<file path="config.mk">
export PLATFORM = sky130hd
export DESIGN_NAME = interval_timer
export DESIGN_NICKNAME = d
export VERILOG_FILES = /design/src/rtl/interval_timer.sv
export SDC_FILE = /design/constraint.sdc
export NUM_CORES = 1
export LEC_CHECK = 0
export ABC_AREA = 1
export CORE_UTILIZATION = 52
export CTS_CLUSTER_DIAMETER = 100
export DETAILED_ROUTE_END_ITERATION = 8
export GPL_TIMING_DRIVEN = 0
export PLACE_DENSITY_LB_ADDON = 0.05
export SYNTH_ARGS = -nofsm -noshare
export SYNTH_HDL_FRONTEND = slang
export SYNTH_SLANG_ARGS = --single-unit
</file>
<file path="constraint.sdc">
create_clock -name clk -period 2.2 [get_ports clk]
set_clock_uncertainty 0.2 [all_clocks]
set_input_delay 0.22 -clock clk [delete_from_list [all_inputs] [get_ports clk]]
set_output_delay 0.22 -clock clk [all_outputs]
set_load 0.1 [all_outputs]
</file>
<file path="src/rtl/interval_timer.sv">
// ----------------------------------------------------------------------------
// interval_timer
//   Programmable interval timer driven by the control unit. A write of a
//   non-zero value loads the timer and starts counting down one tick every
//   PRESCALE clock cycles. When the count expires, a sticky timeout flag is
//   raised and held until the control unit acknowledges it or reloads the
//   timer. Writing zero disables the timer.
//
//   Parameters
//     PRESCALE    : clk cycles per timer tick (1..255)
//     AUTO_RELOAD : 1 = reload and keep counting after expiry, 0 = one-shot
//
//   Ports
//     clk       in   system clock, rising-edge active
//     reset     in   asynchronous active-high reset
//     timer_in  in   load strobe, samples bus_in
//     bus_in    in   16-bit load value (0 disables the timer)
//     timer_ack in   clears a pending timeout
//     timeout   out  registered expiry flag
//     count     out  ticks remaining (registered)
//     running   out  high while counting
// ----------------------------------------------------------------------------
module interval_timer #(
    parameter int unsigned PRESCALE    = 12,
    parameter bit          AUTO_RELOAD = 1'b0
) (
    input  logic        clk,
    input  logic        reset,
    input  logic        timer_in,
    input  logic [15:0] bus_in,
    input  logic        timer_ack,
    output logic        timeout,
    output logic [15:0] count,
    output logic        running
);

    typedef enum logic [1:0] {
        ST_IDLE    = 2'd0,
        ST_RUN     = 2'd1,
        ST_EXPIRED = 2'd2
    } state_t;

    localparam logic [7:0] PRESC_LAST = 8'(PRESCALE - 1);

    state_t      state_r;
    logic [15:0] count_r;
    logic [15:0] reload_r;
    logic [7:0]  presc_r;
    logic        timeout_r;
    logic        running_r;

    logic        tick_s;
    logic        expire_s;

    // Tick and expiry decode from the current prescaler and count.
    always_comb begin
        tick_s   = 1'b0;
        expire_s = 1'b0;
        if (state_r == ST_RUN) begin
            tick_s = (presc_r == PRESC_LAST);
            // count is never 0 in RUN; <=1 keeps the decrement from wrapping
            expire_s = tick_s && (count_r <= 16'd1);
        end else begin
            tick_s   = 1'b0;
            expire_s = 1'b0;
        end
    end

    // Timer state machine with all outputs registered.
    always_ff @(posedge clk or posedge reset) begin
        if (reset) begin
            state_r   <= ST_IDLE;
            count_r   <= 16'd0;
            reload_r  <= 16'd0;
            presc_r   <= 8'd0;
            timeout_r <= 1'b0;
            running_r <= 1'b0;
        end else if (timer_in) begin
            // A load overrides any simultaneous ack or expiry tick.
            presc_r   <= 8'd0;
            timeout_r <= 1'b0;
            if (bus_in != 16'd0) begin
                count_r   <= bus_in;
                reload_r  <= bus_in;
                state_r   <= ST_RUN;
                running_r <= 1'b1;
            end else begin
                count_r   <= 16'd0;
                reload_r  <= 16'd0;
                state_r   <= ST_IDLE;
                running_r <= 1'b0;
            end
        end else begin
            case (state_r)
                ST_IDLE: begin
                    if (timer_ack) begin
                        timeout_r <= 1'b0;
                    end
                end
                ST_RUN: begin
                    if (tick_s) begin
                        presc_r <= 8'd0;
                    end else begin
                        presc_r <= presc_r + 8'd1;
                    end
                    if (expire_s) begin
                        // A fresh expiry beats a simultaneous ack.
                        timeout_r <= 1'b1;
                        if (AUTO_RELOAD) begin
                            count_r <= reload_r;
                        end else begin
                            count_r   <= 16'd0;
                            state_r   <= ST_EXPIRED;
                            running_r <= 1'b0;
                        end
                    end else begin
                        if (tick_s) begin
                            count_r <= count_r - 16'd1;
                        end
                        if (timer_ack) begin
                            timeout_r <= 1'b0;
                        end
                    end
                end
                ST_EXPIRED: begin
                    count_r <= 16'd0;
                    presc_r <= 8'd0;
                    if (timer_ack) begin
                        timeout_r <= 1'b0;
                        state_r   <= ST_IDLE;
                    end
                end
                default: begin
                    state_r   <= ST_IDLE;
                    count_r   <= 16'd0;
                    reload_r  <= 16'd0;
                    presc_r   <= 8'd0;
                    timeout_r <= 1'b0;
                    running_r <= 1'b0;
                end
            endcase
        end
    end

    assign timeout = timeout_r;
    assign count   = count_r;
    assign running = running_r;

endmodule

</file>
==> results by stage <==
Status:
- The run finished with clean final reports.

Synthesis:
- The net count after synthesis is 295.
- The average instance in the mapped netlist occupies 7.006 um2.
- The most used flip-flop cell after synthesis is dfrtp_1.
- The share of synthesized area in the top cell type comes to 36.77%.
- Synthesis produced 272 cells.
- The register area share after synthesis is 36.77%.
- By area the synthesized netlist is led by dfrtp_1 37%, nand2_1 13%, nor2_1 11%.
- After synthesis, the share of flip-flops with an asynchronous set or reset is 100.0%.
- The commonest cells after synthesis are 66 x nand2_1, 55 x nor2_1, 31 x a21oi_1.
- The number of warnings reported in the yosys synthesis log is 0.
- The biggest area contributor in the post-synthesis netlist is dfrtp_1.
- The number of enable-type register cells in the synthesized netlist is 0.
- The netlist area before placement is 0.001906 mm2.
- In this run, synthesis produced a sequential element count of 28.
- In this run, distinct cell masters in the synthesized netlist total 23.
- The most common cell in the synthesized netlist is nand2_1.

Route:
- The DRC marker count from the first detailed-route iteration is 89.
- Wires add up to 4229 um.
- The via density per instance is 4.942.
- The detailed-route wire length per cell is 11.78 um.
- The number of routed nets with antenna violations is 0.
- For this run, design rule violations remaining after detail routing come to 0.
- The pre-antenna-repair detailed-routing pass consisted of 4 iterations.
- The via total after detailed routing is 1,774.

Worst setup path:
- The endpoint required time on the critical path is 1.78 ns.
- Of all nets on the critical path, the largest fanout is 6.
- The worst setup path is captured at a primary output.
- The kind of cell with the highest combined delay along the critical path is buffers and inverters.
- The number of buffer and inverter instances along the worst setup path is 1.
- The delay contributed by the slowest stage of the critical path is 0.88 ns.
- The kind of start point of the critical path is a flip-flop.
- The critical path goes through dlygate4sd2_1.
- Data on the critical path arrives at its endpoint at 1.71 ns.
- The worst setup path is of the reg2out kind.
- The cell with the biggest individual delay on the critical path is dlygate4sd2_1.

Pwr:
- For this design the ratio of total power to cell area is 901.5 mW/mm2.
- The worst ir drop on vdd is 0.6938 mV.
- The total design power is 2120 uW.
- The analysis attributes to cell leakage a power of 0.001088 uW.

GRT:
- Global routing finished with a remaining overflow of 0.
- The pin count of the biggest net entering global routing is 29.
- The total global-route track usage is 23.50%.
- The first global-routing pass estimated 7369 um of wire.
- The number of antenna violations at the first check in global routing is 0.
- The number of global-route vias before repair is 1,677.

Clock tree:
- The cell sitting at the root of the clock tree is a clkbuf_4.
- The clock latency at the later pin of the worst-skew pair is 0.34 ns.
- CTS built an H-tree with a depth of 1.
- The clock tree buffer depth is 2.
- TritonCTS built the clock tree.
- The clock buffer count from CTS is 3.
- Post-CTS timing repair inserted 0 buffers for setup.
- Clock-pin slew was measured on the worst setup and hold paths at 0.16 ns.
- Clock tree synthesis found a total of 28 sinks.

Die:
- The die extent in x is 62.54 um.
- In this run the count of I/O pins placed on the die edge is 38.
- The core area is 0.003416 mm2.
- Measured along the y axis, the die boundary spans 62.54 um.
- The standard-cell row count is 21.
- Once the floorplan was initialized, standard cells occupied 55.79% of the core.
- The floorplan die area is 0.003911 mm2.

Flow run:
- The tool flagged a number of max-cap violations equal to 0.

Place:
- Detailed placement finished with a half-perimeter wire length of 3249 um.
- The post-place setup slack is 0.1746 ns.
- The count of input and output buffers is 36.
- At the end of routability-driven placement, the weighted congestion stood at 0.8529.

Cells and area:
- 0 antenna diodes ended up in the layout.
- The number of nets at the end of the flow is 337.
- The filler cell count is 321.
- The area growth from synthesis to layout is 23.37%.
- Of the cells placed in the final design, the portion with a size suffix greater than 1 is 12.14%.

Timing:
- Subtracting the final worst setup slack from the clock period gives 2.126 ns.
- The max-slew violation count was 0.
- The fmax is 470.3 MHz.
- In the finished design, the share of the clock period the worst path needs comes to 96.65%.
- The number of failing setup endpoints in the final timing report is 0.
- Setup repair after global routing left no endpoint under its margin.
- The transition time of the tightest slew-check pin is 1.070 ns.
- The relative slew slack is 28.59%.
- The least setup slack across all paths after layout is 0.07379 ns.
- After routing, the total negative slack on setup checks comes to 0 ns.
- The final count of hold timing violations is 0.

Hold path:
- The path class of the tightest hold or removal check is in2async.
## metal layers
metal / share of wire (%) / track usage (%) / wire length [um] / up-vias
li1: - / - / - / 941
met1: 50 / 31.97 / 2110 / 790
met2: 45 / 39.40 / 1909 / 41
met3: 4.6 / 4.197 / 193 / 2
met4: 0.38 / 4.070 / 16 / 0
met5: 0 / 0 / 0 / -
## what timing repair did
action,CTS,global route
gates resized for setup,18,1
hold buffers,1,0
endpoints found under the hold margin,1,0
setup endpoints to repair,18,1
## stage by stage
step / utilization, % / cells / instance area, um2 / hold WS (ns)
finish: 68.83 / 359 / 2351 / 0.2321
global placement: 68.10 / 354 / 2326 / 0.2955
floorplan: - / 272 / 1908 / 0.08527
detailed placement: 68.10 / 354 / 2326 / 0.2897
global route: 68.83 / 359 / 2351 / 0.3347
CTS: 68.79 / 359 / 2350 / 0.2769
## path summary, 6_finish.rpt
kind	startpoint	end	slack [ns]	cells past startpoint
worst max-delay path	count[13]	count[13]	0.07	1
max in group asynchronous	reset	count[1]	0.86	2
worst min-delay path	reset	presc_r[1]	0.23	2
worst max register to register	presc_r[0]	count[0]	0.35	10
worst min register to register	running	running	0.33	2
min in group clk	bus_in[15]	count[15]	0.32	3
## cell families (layout without fill, tap and decap cells)
| family | after synthesis | in the layout | synth area share [%] |
|---|---|---|---|
| buf+inv | 36 | 77 | 9.454 |
| simple gates | 149 | 149 | 33.95 |
| xor+xnor | 9 | 9 | 4.137 |
| compound gates | 47 | 47 | 13.72 |
| fa+ha+maj | 3 | 3 | 1.970 |
| flops | 28 | 28 | 36.77 |
## power breakdown
part | switching, uW | leakage, uW | total (uW) | internal [uW]
Clock | 161 | 0.0000210 | 262 | 101
Sequential | 112 | 0.000347 | 709 | 597
Combinational | 872 | 0.000720 | 1150 | 276
## registers in the layout (all words and copies together), names as in the netlist
signal and count:
timeout 1, state_r 2, presc_r 8, count 16
running 1
## cell type report
type | count | area [um2] | area share, %
buffer | 6 | 65.06 | 2.767
clock buffer | 4 | 36.28 | 1.543
timing repair buffer | 37 | 349.1 | 14.85
sequential | 28 | 703.2 | 29.91
tap | 46 | 57.56 | 2.448
multi-input combinational | 208 | 1025 | 43.59
inverter | 30 | 115.1 | 4.896
## placed cells by master, fill, tap and decap left out, drive strengths merged
master and instances:
dfrtp 28, o21ai 9, nand3 8, clkdlybuf4s15 1
dlygate4sd2 17, nand2 70, inv 30, nor2 63
xor2 7, ha 3, a21oi 38, xnor2 2
clkdlybuf4s50 18, dlygate4sd3 1, buf 6, clkbuf 4
nor3 2, nand4 2, nand3b 4
Power figures use the tool's default switching activity.
